==> config.mk <==
export PLATFORM = sky130hd
export DESIGN_NAME = window3x3_gen
export DESIGN_NICKNAME = d
export VERILOG_FILES = /design/src/rtl/window3x3_gen.sv
export SDC_FILE = /design/constraint.sdc
export NUM_CORES = 1
export LEC_CHECK = 0
export ABC_AREA = 1
export CAP_MARGIN = 10
export CORE_ASPECT_RATIO = 1.4
export CORE_MARGIN = 4
export CORE_UTILIZATION = 49
export CTS_CLUSTER_DIAMETER = 150
export CTS_CLUSTER_SIZE = 10
export DETAILED_ROUTE_END_ITERATION = 8
export GPL_TIMING_DRIVEN = 0
export PLACE_DENSITY = 0.78
export SETUP_SLACK_MARGIN = 0.5
export SYNTH_ARGS = -nofsm -noshare
export SYNTH_HDL_FRONTEND = slang
export SYNTH_SLANG_ARGS = --single-unit
export TNS_END_PERCENT = 1
==> constraint.sdc <==
create_clock -name clk -period 2.9 [get_ports clk]
set_input_delay 0.58 -clock clk [delete_from_list [all_inputs] [get_ports clk]]
set_output_delay 0.58 -clock clk [all_outputs]
set_load 0.05 [all_outputs]
==> src/rtl/window3x3_gen.sv <==
// Raster-scan 3x3 window generator: two line buffers feed a 3x3 register window
// that emits only fully in-frame (valid-padding) windows, one per accepted pixel.
module window3x3_gen #(
  parameter int IMG_W  = 5,
  parameter int IMG_H  = 5,
  parameter int DATA_W = 8
) (
  input  logic              clk,
  input  logic              rst,
  input  logic              pix_in_valid,
  input  logic              pix_in_sof,
  input  logic [DATA_W-1:0] pix_in,
  output logic              win_valid,
  output logic [DATA_W-1:0] win_0,
  output logic [DATA_W-1:0] win_1,
  output logic [DATA_W-1:0] win_2,
  output logic [DATA_W-1:0] win_3,
  output logic [DATA_W-1:0] win_4,
  output logic [DATA_W-1:0] win_5,
  output logic [DATA_W-1:0] win_6,
  output logic [DATA_W-1:0] win_7,
  output logic [DATA_W-1:0] win_8,
  output logic              frame_done,
  output logic              busy
);

  localparam int CW = $clog2(IMG_W);
  localparam int RW = $clog2(IMG_H);

  typedef enum logic {IDLE, ACTIVE} state_t;

  state_t              state_q;
  logic [CW-1:0]       col_q, col_d, col_cur;
  logic [RW-1:0]       row_q, row_d, row_cur;
  logic                win_valid_q, frame_done_q;
  logic                accept, last_px, win_pos, last_col;
  logic [DATA_W-1:0]   line0_q [IMG_W];
  logic [DATA_W-1:0]   line1_q [IMG_W];
  logic [DATA_W-1:0]   win_q [9];

  // A sof pixel is always position (0,0), even when it aborts a running frame.
  always_comb begin
    accept   = pix_in_valid && (pix_in_sof || (state_q == ACTIVE));
    col_cur  = pix_in_sof ? '0 : col_q;
    row_cur  = pix_in_sof ? '0 : row_q;
    last_col = (col_cur == CW'(IMG_W - 1));
    last_px  = last_col && (row_cur == RW'(IMG_H - 1));
    win_pos  = (row_cur >= RW'(2)) && (col_cur >= CW'(2));
    col_d    = col_q;
    row_d    = row_q;
    if (accept) begin
      if (last_px) begin
        col_d = '0;
        row_d = '0;
      end else if (last_col) begin
        col_d = '0;
        row_d = row_cur + RW'(1);
      end else begin
        col_d = col_cur + CW'(1);
        row_d = row_cur;
      end
    end
  end

  always_ff @(posedge clk) begin
    if (rst) begin
      state_q      <= IDLE;
      col_q        <= '0;
      row_q        <= '0;
      win_valid_q  <= 1'b0;
      frame_done_q <= 1'b0;
    end else begin
      col_q        <= col_d;
      row_q        <= row_d;
      win_valid_q  <= accept && win_pos;
      frame_done_q <= accept && last_px;
      if (accept) begin
        state_q <= last_px ? IDLE : ACTIVE;
      end
    end
  end

  // Line buffers are never cleared: rows 0-1 never produce a window, so stale
  // contents from an earlier frame are always overwritten before use.
  always_ff @(posedge clk) begin
    if (accept) begin
      line1_q[col_cur] <= line0_q[col_cur];
      line0_q[col_cur] <= pix_in;
    end
  end

  always_ff @(posedge clk) begin
    if (rst) begin
      for (int k = 0; k < 9; k++) begin
        win_q[k] <= '0;
      end
    end else if (accept) begin
      win_q[0] <= win_q[1];
      win_q[1] <= win_q[2];
      win_q[2] <= line1_q[col_cur];
      win_q[3] <= win_q[4];
      win_q[4] <= win_q[5];
      win_q[5] <= line0_q[col_cur];
      win_q[6] <= win_q[7];
      win_q[7] <= win_q[8];
      win_q[8] <= pix_in;
    end
  end

  assign win_valid  = win_valid_q;
  assign frame_done = frame_done_q;
  assign busy       = (state_q == ACTIVE);
  assign win_0      = win_q[0];
  assign win_1      = win_q[1];
  assign win_2      = win_q[2];
  assign win_3      = win_q[3];
  assign win_4      = win_q[4];
  assign win_5      = win_q[5];
  assign win_6      = win_q[6];
  assign win_7      = win_q[7];
  assign win_8      = win_q[8];

endmodule

Word level (Yosys, flattened, before mapping)
Memories as Yosys holds them, arrays and structs flattened.
Index checks and enable logic that the tools add are counted.

storage, ports and cells
  register bits after elaboration = 9
  RAM bits = 152
  bits of input ports = 12
  output and inout port bits = 75
  memories kept = 3

memories
  name     words  width  read ports  clocked after memory_dff  write ports  RTL line  text
  win_q    9      8      9           0                         9            39        logic [DATA_W-1:0] win_q [9];
  line0_q  5      8      1           0                         1            37        logic [DATA_W-1:0] line0_q [IMG_W];
  line1_q  5      8      1           0                         1            38        logic [DATA_W-1:0] line1_q [IMG_W];

operators by class
  $add $sub $neg = 2
  order comparisons = 2
  equal/unequal tests = 2
  multiplexer cells = 22
  bitwise operators = 9
  reductions and logical operators = 6

operators with widths
  cell                                                  number
  2-to-1 mux 8 bit                                      9
  2-to-1 mux 3 bit                                      6
  bitwise OR 1 bit                                      9
  2-to-1 mux 1 bit                                      7
  adder 3 x 1 -> 3 bit (second input constant)          2
  equality test 3 bit (second input constant)           2
  >= comparator 3 x 2 -> 1 bit (second input constant)  2
  logical AND 1 bit                                     5
  logical OR 1 bit                                      1

Logic depth before layout (Yosys ltp)
Gate-level depths: netlist of run 1.

  depth after elaboration = 6
  mapped depth = 11
  gate-level depth less buffers = 9

Least setup slack after synthesis of run 1
Ideal clock, no wire load.

  path kind = register to register
  start point = register state_q, in the netlist busy
  end point = register col_q[0]
  data arrival time = 3.019 ns
  data required time = 2.777 ns
  slack = -0.242 ns
  cell stages (with the launch flop) = 8
  period minus slack after synthesis = 3.142 ns
  cell sequence = dfxtp_1 inv_1 nand2_1 nand2_1 nand2_1 inv_1 nand2_1 o21ai_0

between the ends
  word-level cells in the longest chain between the ends = 2

RTL lines
  item                      RTL line  text
  start: declaration        32        state_t state_q;
  start signal: assignment  78        state_q <= last_px ? IDLE : ACTIVE;
  logical OR 1 bit          43        accept = pix_in_valid && (pix_in_sof || (state_q == ACTIVE));
  logical AND 1 bit         43
  end signal: assignment    73        col_q <= col_d;
  end: declaration          33        logic [CW-1:0] col_q, col_d, col_cur;

No other way between the ends.
A chain may end at the register's enable or synchronous reset.

Worst setup path in the final report of run 1
  start point = input port pix_in_sof
  end point = memory line0_q[4][2], enable pin

between the ends
  word-level cells in the longest chain between the ends = 4

RTL lines
  item                                    RTL line  text
  start: declaration                      11        input logic pix_in_sof,
  logical OR 1 bit                        43
  logical AND 1 bit                       43
  2-to-1 mux 1 bit                        86        if (accept) begin
  2-to-1 mux 1 bit (implied by the code)  88        line0_q[col_cur] <= pix_in;
  end: declaration                        37

Parallel ways exist; a longest one is shown, timed or not.

==> results of run 1 <==
==> worst max-delay path, cell delays in order <==
cell and delay, ns:
clkdlybuf4s50_1 0.62, inv_2 0.13, nand2_1 0.12, nand2_1 0.40, nor4_4 0.58, buf_4 0.26
==> through the flow <==
step | util [%] | cells
2_1_floorplan | - | 544
3_3_place_gp | 58.1 | 783
3_5_place_dp | 59.0 | 791
4_1_cts | 63.8 | 823
5_1_grt | 64.0 | 826
6_report | 64.0 | 826
==> how the worst min path moves through the flow <==
stage / start / end / slack [ns] / cells past startpoint
2_1_floorplan: row_q[2] / row_q[2] / 0.43 / 2
4_1_cts: row_q[2] / row_q[2] / 0.48 / 2
3_3_place_gp: row_q[2] / row_q[2] / 0.44 / 2
6_report: row_q[2] / row_q[2] / 0.49 / 2
5_1_grt: row_q[1] / row_q[1] / 0.51 / 2
3_5_place_dp: row_q[2] / row_q[2] / 0.47 / 2
==> cell usage in the layout, fill, tap and decap left out, types with 3 or more instances in the layout <==
cell type        synthesis  routed
edfxtp_1               152     152
nor2_1                 117     117
clkdlybuf4s50_1          0      86
inv_1                   85      85
nand2_1                 85      84
nand3_1                 27      27
clkbuf_16                0      17
o21ai_0                 15      15
buf_4                    3      10
dfxtp_1                  9       9
nand3b_1                 8       8
o21ai_1                  8       8
buf_2                    7       7
buf_6                    4       6
nor2_2                   3       3
clkbuf_1                 3       3
bufinv_16                0       3
clkinv_1                 0       3
clkinv_2                 0       3
==> final cells by class <==
class                           count  area [µm²]
Clock buffer                       17         425
Clock inverter                     15         166
Fill cell                         854        4610
Multi-Input combinational cell    278        1280
Tap cell                          153         191
Buffer                             19         121
Inverter                           87         327
Sequential cell                   161        4740
Timing Repair Buffer               96         951
==> sequential cells by signal (all words and copies together), names as in the netlist <==
signal,cells
win_valid,1
line0_q,40
win_q,72
col_q,3
busy,1
frame_done,1
line1_q,40
row_q,3
==> power by group through the flow <==
stage / Clock [mW] / Combinational (mW) / Sequential [mW]
floorplan: 0 / 0.176 / 3.03
global placement: 0 / 0.682 / 2.76
detailed placement: 0 / 0.705 / 2.76
CTS: 2.22 / 0.714 / 2.71
global route: 2.34 / 0.757 / 2.72
finish: 2.21 / 0.719 / 2.71
==> layer usage <==
layer,global-route usage (%),share of wire [%],up-vias
met5,0,0,-
met3,5.11,5.9,43
met4,9.24,3.1,0
met2,32.9,54,189
met1,21.4,37,2064
li1,-,-,2011
==> repair_timing <==
item                       4_1_cts  5_1_grt
gates cloned                     0        1
setup endpoints to repair      115       50
gates resized for setup          3        1
pin swaps                        0        2
setup buffers                    0        2
==> logic make-up (layout without fill, tap and decap cells) <==
family | after synthesis | in the layout | share of synthesized area, %
buffers and inverters | 106 | 234 | 7.01
XOR/XNOR | 1 | 1 | 0.137
flip-flops | 161 | 161 | 74.2
AND/OR/NAND/NOR | 250 | 251 | 16.4
AO/OA/AOI/OAI | 25 | 25 | 2.06
adder cells (fa/ha/maj) | 1 | 1 | 0.196
==> metrics, run 1 <==
Slew Viols, Final=0; leading area contributor after synthesis=edfxtp_1; top post-synthesis cells by area=edfxtp_1 71%, nor2_1 6.9%, inv_1 5.0%; Total GRT Usage=18.8%; die footprint=15000 µm²; Synth warnings=0; maxcap violations=0; Max Clock Freq=389 MHz; critical path endpoint category=register; Nets=673; crit path launch type=primary input; Buffers on Ports=86; most frequent cell after synthesis=edfxtp_1; Leakage=3.21 nW; core area=between 10000 and 15000 µm²; # H-tree levels=4; Hold-fix buffers, CTS=0; Hold Violations, Final=0; TNS Setup=0 ns; Starting DRT DRC Count=480; GPL Wtd Cong=0.862; first-pass GRT wire length=21800 µm; ys async rst share=0%; Congestion Overflow GR=0; setup slack, reg-to-reg=between 0.8 and 0.9 ns; Vias per Instance=5.21; register area share after synthesis=approximately three quarters; Clock power frac=39.2%; largest net degree at the start of global routing=76; Die W=105 µm; worst hold path class=reg2reg; die height=143 µm; NetSw=1.42 mW; vias in the first global route=about 4.3k; status=completed; Worst-path clk slew=0.06 ns; Design Area, Final=between 8000 and 9000 µm²; Worst R2R Path Depth=5; slew margin rel.=~53%; RSZ-0062 raised after global routing=yes; HPWL after detailed placement=9120 µm; Int Power=between 4 and 5 mW; Critical Path RT=approximately 3.0 ns; Layout Skew=0.00688 ns; Antenna Violating Nets Remaining=0; sequential share of power=48.1%; Yosys top cell area share=71.4%; EDFF count, synth=152; pwr dens=687 nW/µm²; row count=49; drt total wl=13900 µm; DRT Pass-1 Iters=5; Root Buffer=clkbuf_16; Via Count=4307; Synth Instances=544; initial core utilization=49.9%; CP Class=in2reg; Area after DPL=7550 µm²; cts bufs inserted=17; IO Count=87; Net Sw Frac=between 20% and 30%; worst vdd ir=0.000421 V; Yosys reg bits=161; Crit Path Max Fanout=7; clk_lat worst skew=0.42 ns; DRC Markers=0; wire per inst=16.9 µm; measured slew at the worst slew-check pin=a little over 0.7 ns; Unique masters post-synth=25; setup ws final=0.331 ns; syn_nets=between 500 and 600; clk buf depth=2; Mapped Avg Cell Area=11.7 µm²; clock sinks=161; Antenna Cells=0; Logic pwr share=12.8%; RR Startpoint=col_q[2]; Area Growth Syn to Fin=28.3%; DP Worst Slack=-0.232 ns; layout cell share with drive strength beyond 1=10.5%; min Tclk post-route=around 2.6 ns; Hold WS=0.490 ns; crit path from=pix_in_sof; initial antenna violation count=0; prevailing post-synth register cell=edfxtp_1; CTS tree=done; Tcrit/Tclk final=88.6%; Cell Area, Synth=between 6000 and 7000 µm²; final setup vio count=0; Synth top cells by count=152 x edfxtp_1, 117 x nor2_1, 85 x inv_1, 85 x nand2_1, 27 x nand3_1; r2r endpoint=line1_q[0][7]; Overall Power=around 5.6 mW; Worst Path Arrival=about 2.7 ns; Critical Path End=line0_q[4][2]
No activity file was read; power rests on OpenSTA's default activity.
==> inputs of run 2 (changes only) <==
--- a/config.mk
+++ b/config.mk
@@ -8,7 +8,7 @@
 export ABC_AREA = 1
 export CAP_MARGIN = 10
 export CORE_ASPECT_RATIO = 1.4
-export CORE_MARGIN = 4
+export CORE_MARGIN = 1.5
 export CORE_UTILIZATION = 49
 export CTS_CLUSTER_DIAMETER = 150
 export CTS_CLUSTER_SIZE = 10
==> constraint.sdc (replaced) <==
create_clock -name clk -period 2.9 [get_ports clk]
set_input_delay 0.58 -clock clk [delete_from_list [all_inputs] [get_ports clk]]
set_output_delay 0.58 -clock clk [all_outputs]
set_load 0.005 [all_outputs]
==> run 2 against run 1 <==
  * Critical path depth unchanged
  * Hold slack worse by 0.010 ns
  * Core utilization up 0.86 points
  * First-iteration DRC count down 38%
  * Non-clock buffer count up 2
  * Combinational power down 37%
  * Largest cell class unchanged
  * Highest routed layer unchanged
  * Sequential cell count unchanged
  * Clock skew about the same
  * Largest power group unchanged
==> metrics, run 2 (synthesized netlist as in run 1, its figures left out) <==
Leakage=3.24 nW (+1.2%); Root Buffer=clkbuf_16; Starting DRT DRC Count=297 (-38%); vias in the first global route=4248 (-0.65%); CP max stage cell=clkdlybuf4s50_1; initial antenna violation count=0 (unchanged); GPL Wtd Cong=0.857 (-0.48%); cts bufs inserted=17 (unchanged); die footprint=13700 µm² (-8.1%); Slew Viols, Final=0 (unchanged); CP most frequent cell=nand2_1; crit path launch type=primary input; CTS tree=done; RR Startpoint=col_q[2]; worst vdd ir=0.000372 V (-12%); Via Count=4268 (-0.91%); Placed Cells=791 (unchanged); clk buf depth=2 (unchanged); die height=138 µm (-3.5%); Int Power=4.48 mW (+6.2%); register with the most flip-flops=win_q; Logic pwr share=8.0% (-4.8 points); clock sinks=161 (unchanged); Design Area, Final=8310 µm² (+1.3%); r2r endpoint=line0_q[0][7]; Worst Path Arrival=2.71 ns (about the same); Area Growth Syn to Fin=30.1%; drt total wl=13600 µm (-2.7%); core area=12800 µm² (unchanged); Post-Layout Cell Count=828 (+0.24%); most frequent cells in the layout=152 x edfxtp_1, 117 x nor2_1, 86 x clkdlybuf4s50_1; CP Class=in2reg; Hold-fix buffers, CTS=0 (unchanged); Net Sw Frac=20.8% (-4.4 points); # H-tree levels=4 (unchanged); Worst Min Path Start=row_q[1]; Antenna Cells=0 (unchanged); Worst-path clk slew=0.06 ns (about the same); worst hold endpoint=row_q[1]; Area after DPL=7560 µm² (about the same); Vias per Instance=5.15 (-1.1%); Buffers on Ports=86 (unchanged); clk_lat worst skew=0.42 ns (about the same); Overall Power=5.66 mW (+0.30%); RSZ-0062 raised after global routing=yes; DRC Markers=0 (unchanged); maxcap violations=0 (unchanged); layout cell share with drive strength beyond 1=10.8% (+0.27 points); IO Count=87 (unchanged); first-pass GRT wire length=21200 µm (-2.4%); Antenna Violating Nets Remaining=0 (unchanged); HPWL after detailed placement=8890 µm (-2.5%); final core occ=64.9% (+0.86 points); most common cell after layout, fill and taps aside=edfxtp_1; row count=49 (unchanged); Layout Skew=0.00678 ns (-0.0000918 ns); Congestion Overflow GR=0 (unchanged); Die W=99.5 µm (-4.8%); DRT Pass-1 Iters=5 (unchanged); Hold Violations, Final=0 (unchanged); pwr dens=680 nW/µm² (-1.0%); Crit Path Max Fanout=7 (unchanged); status=completed; final setup vio count=0 (unchanged); worst hold path class=reg2reg; delay of the slowest critical-path stage=0.60 ns (-0.02 ns); Largest register FFs=72 (unchanged); Max Clock Freq=387 MHz (-0.60%); Hold Path Depth=2 (unchanged); TNS Setup=0 ns (unchanged); setup slack, reg-to-reg=0.74 ns (-0.08 ns); Critical Path RT=3.03 ns (about the same); Worst R2R Path Depth=5 (unchanged); NetSw=1.17 mW (-17%); critical path endpoint category=register; sequential share of power=47.9% (-0.2 points); largest net degree at the start of global routing=76 (unchanged); wire per inst=16.4 µm (-2.9%); min Tclk post-route=2.58 ns (+0.0156 ns); Tcrit/Tclk final=89.1% (+0.54 points); initial core utilization=49.9% (unchanged); Largest regs=win_q: 72 flops, line0_q: 40 flops, line1_q: 40 flops; Nets=675 (+0.30%); Clock power frac=44.1% (+4.9 points); measured slew at the worst slew-check pin=0.835 ns (+0.130 ns); crit-path cells=clkdlybuf4s50_1, inv_2, nand2_1, nand2_1, nor4_4, buf_4; slew margin rel.=44.2% (-8.7 points); Total GRT Usage=20.2% (+1.4 points)
==> run 2: changes by cell type in the layout (fill, tap and decap cells not counted) <==
| cell | delta |
|---|---|
| bufinv_16 | +3 |
| clkinvlp_4 | +1 |
| clkinv_2 | -3 |
| buf_6 | +1 |
| inv_6 | -2 |
| nor4_2 | -2 |
| nor4_4 | +2 |
| clkinv_4 | +1 |
| buf_4 | +1 |
==> run 2: repair_timing <==
item / CTS / global route
endpoints found under the setup margin: 123 / 149
gates resized for setup: 0 / 6
buffers inserted: 0 / 4
pin swaps: 0 / 5
cloned: 0 / 1
==> run 2: layout make-up <==
type                       count  area (µm²)
multi-input combinational    278        1290
sequential                   161        4740
clock inverter                15         240
timing repair buffer          98         970
clock buffer                  17         425
buffer                        19         121
tap                          153         191
fill                         847        4500
inverter                      87         327
==> run 2: worst max-delay path: cells and delay by family <==
family | cells | cell delay, ns
simple gates | 3 | 1.14
buf+inv | 3 | 0.98
==> run 2: metal layers <==
metal | track usage, % | part of all wire [%] | wire length (µm)
met5 | 0 | 0 | 0
met2 | 35.1 | 54 | 7350
met1 | 22.6 | 36 | 4910
met3 | 4.65 | 7.0 | 944
met4 | 11.3 | 2.5 | 341
==> run 2: power groups by stage <==
stage	Combinational (mW)	Clock, mW	Sequential, mW
after global placement	0.417	0	2.76
after global routing	0.490	2.59	2.72
after floorplan	0.175	0	2.77
after detailed placement	0.439	0	2.76
final	0.453	2.49	2.71
after CTS	0.444	2.50	2.71
==> run 2: worst max path at each step <==
stage / start / endpoint / slack, ns / cells past startpoint
global placement: pix_in_sof / line1_q[4][0] / -1.99 / 5
finish: pix_in_sof / line0_q[3][7] / 0.32 / 6
floorplan: pix_in_sof / line0_q[3][0] / -0.14 / 5
detailed placement: pix_in_sof / line0_q[4][5] / -0.16 / 6
CTS: pix_in_sof / col_q[0] / 0.25 / 8
global route: pix_in_sof / line0_q[2][7] / 0.24 / 7
==> run 2: through the flow <==
stage / hold WS [ns] / setup slack (ns)
global route: 0.499 / 0.244
detailed placement: 0.466 / -0.164
finish: 0.480 / 0.316
global placement: 0.443 / -1.99
CTS: 0.475 / 0.245
floorplan: 0.426 / -0.135
==> inputs of run 3 (changes only) <==
--- a/config.mk
+++ b/config.mk
@@ -8,12 +8,12 @@
 export ABC_AREA = 1
 export CAP_MARGIN = 10
 export CORE_ASPECT_RATIO = 1.4
-export CORE_MARGIN = 1.5
 export CORE_UTILIZATION = 49
 export CTS_CLUSTER_DIAMETER = 150
 export CTS_CLUSTER_SIZE = 10
 export DETAILED_ROUTE_END_ITERATION = 8
 export GPL_TIMING_DRIVEN = 0
+export MAX_ROUTING_LAYER = met4
 export PLACE_DENSITY = 0.78
 export SETUP_SLACK_MARGIN = 0.5
 export SYNTH_ARGS = -nofsm -noshare
==> run 3 against run 2 <==
  * The flow now finishes with violations (DRC)
  * Clock-buffer cell count increased by 1
  * Non-clock buffer count decreased by 3
  * Power down 9.2%
  * Sequential cell count unchanged
  * Register-to-register slack got worse by 0.02 ns
==> metrics, run 3 (synthesized netlist as in run 1, its figures left out) <==
slew margin rel.=44.5% (+0.32 points); status=complete, but fails checks; clk buf depth=2 (unchanged); Vias per Instance=5.15 (about the same); Area Growth Syn to Fin=27.4%; largest net degree at the start of global routing=76 (unchanged); initial antenna violation count=0 (unchanged); first-pass GRT wire length=20500 µm (-3.6%); cts bufs inserted=17 (unchanged); CP max stage cell=clkdlybuf4s50_1; layout cell share with drive strength beyond 1=10.3% (-0.55 points); Area after DPL=7550 µm² (about the same); Total GRT Usage=20.9% (+0.73 points); Via Count=4250 (-0.42%); critical path endpoint category=register; worst path bufs/invs=3 (unchanged); die height=137 µm (-0.72%); Max Clock Freq=391 MHz (+1.1%); NetSw=1.18 mW (about the same); Crit Path Max Fanout=7 (unchanged); clk_lat worst skew=0.42 ns (about the same); Slew Viols, Final=0 (unchanged); sequential share of power=52.8% (+4.9 points); Top delay family on crit path=simple AND/OR/NAND/NOR gates; worst hold path class=reg2reg; clock sinks=161 (unchanged); Root Buffer=clkbuf_16; worst vdd ir=0.000292 V (-21%); DP Worst Slack=-0.151 ns (+0.0130 ns); Worst Path Arrival=2.68 ns (-0.03 ns); Design Area, Final=8140 µm² (-2.0%); Antenna Violating Nets Remaining=0 (unchanged); min Tclk post-route=2.56 ns (-0.0281 ns); Clock power frac=38.3% (-5.8 points); CP Class=in2reg; register with the most flip-flops=win_q; CTS tree=done; wire per inst=16.5 µm (+0.95%); setup ws final=0.344 ns (+0.0281 ns); row count=49 (unchanged); vias in the first global route=4207 (-0.97%); delay of the slowest critical-path stage=0.59 ns (about the same); final setup vio count=0 (unchanged); setup slack, reg-to-reg=0.72 ns (-0.02 ns); DRT Pass-1 Iters=9 (+4); HPWL after detailed placement=9030 µm (+1.6%); measured slew at the worst slew-check pin=0.830 ns (-0.00472 ns); Layout Skew=0.00704 ns (+0.000256 ns); Largest regs=win_q: 72 flops, line0_q: 40 flops, line1_q: 40 flops; Nets=672 (-0.44%); most frequent cells in the layout=152 x edfxtp_1, 117 x nor2_1, 86 x clkdlybuf4s50_1; Die W=98.5 µm (-1.0%); GPL Wtd Cong=0.851 (-0.76%); crit-path cells=clkdlybuf4s50_1, inv_2, nand2_1, nand2_1, nor4_4, buf_4; Filler cells=896 (+5.8%); Hold Violations, Final=0 (unchanged); most common cell after layout, fill and taps aside=edfxtp_1; drt total wl=13600 µm (+0.58%); failing checks=DRC; # H-tree levels=4 (unchanged); initial core utilization=49.9% (unchanged); Tcrit/Tclk final=88.1% (-0.97 points); Leakage=3.16 nW (-2.7%); RSZ-0062 raised after global routing=yes; Starting DRT DRC Count=354 (+19%); pwr dens=630 nW/µm² (-7.4%); die footprint=13500 µm² (-1.7%); Net Sw Frac=22.9% (+2.1 points); Hold WS=0.463 ns (-0.0173 ns); Antenna Cells=0 (unchanged); core area=12800 µm² (unchanged); Logic pwr share=8.8% (+0.8 points); IO Count=87 (unchanged); CP most frequent cell=nand2_1; Worst-path clk slew=0.06 ns (about the same); Buffers on Ports=86 (unchanged); Largest register FFs=72 (unchanged); Congestion Overflow GR=0 (unchanged); crit path launch type=primary input; Int Power=3.96 mW (-12%); DRC Markers=9 (+9); Critical Path RT=3.03 ns (about the same); maxcap violations=0 (unchanged)
## run 3: final timing paths
| check | end | cells after the start | start |
|---|---|---|---|
| setup / recovery | line1_q[2][5] | 6 | pix_in_sof |
| setup reg to reg | line1_q[0][7] | 5 | col_q[2] |
| hold / removal | row_q[2] | 2 | row_q[2] |
| hold reg to reg | row_q[2] | 2 | row_q[2] |
## run 3: power groups by stage
stage | registers, mW | logic [mW] | clock network, mW
after floorplan | 2.77 | 0.175 | 0
after global placement | 2.76 | 0.415 | 0
after detailed placement | 2.76 | 0.439 | 0
after CTS | 2.71 | 0.446 | 1.98
after global routing | 2.72 | 0.492 | 2.06
final | 2.71 | 0.453 | 1.97
## run 3: layer usage
layer | vias up | global-route usage [%] | routed length [µm] | part of all wire (%)
met4 | 0 | 13.1 | 583 | 4.3
met3 | 47 | 4.65 | 836 | 6.1
met5 | - | - | 0 | 0
met2 | 197 | 36.1 | 7340 | 54
li1 | 2009 | - | - | -
met1 | 1997 | 21.8 | 4870 | 36
## run 3: metrics by stage
step	util (%)	std cells	setup TNS (ns)	total power [mW]
5_1_grt	63.6	825	0	5.27
2_1_floorplan	-	544	-5.07	2.94
3_5_place_dp	59.0	791	-0.835	3.20
3_3_place_gp	58.1	783	-145.79	3.17
4_1_cts	63.1	823	0	5.14
6_report	63.6	825	0	5.13
## run 3: worst register-to-register path: cells and delay by family (launching register included)
kind / cells / cell delay [ns]
compound gates: 1 / 0.49
buf+inv: 3 / 0.64
flops: 1 / 0.30
simple gates: 1 / 0.46
## run 3: what timing repair did
item                       CTS  global route
gates resized for setup      1             5
setup endpoints to repair   97            77
hold buffers                 0             0
pin swaps                    0             3
buffers inserted             0             1
hold endpoints to repair     0             0
gates cloned                 0             1
## run 3: area by class of cell
type	count	area, µm²	area share, %
buffer	19	121	1.49
inverter	87	327	4.01
multi-input combinational	278	1290	15.9
tap	153	191	2.35
sequential	161	4740	58.3
timing repair buffer	95	943	11.6
clock buffer	18	429	5.27
clock inverter	14	93.8	1.15
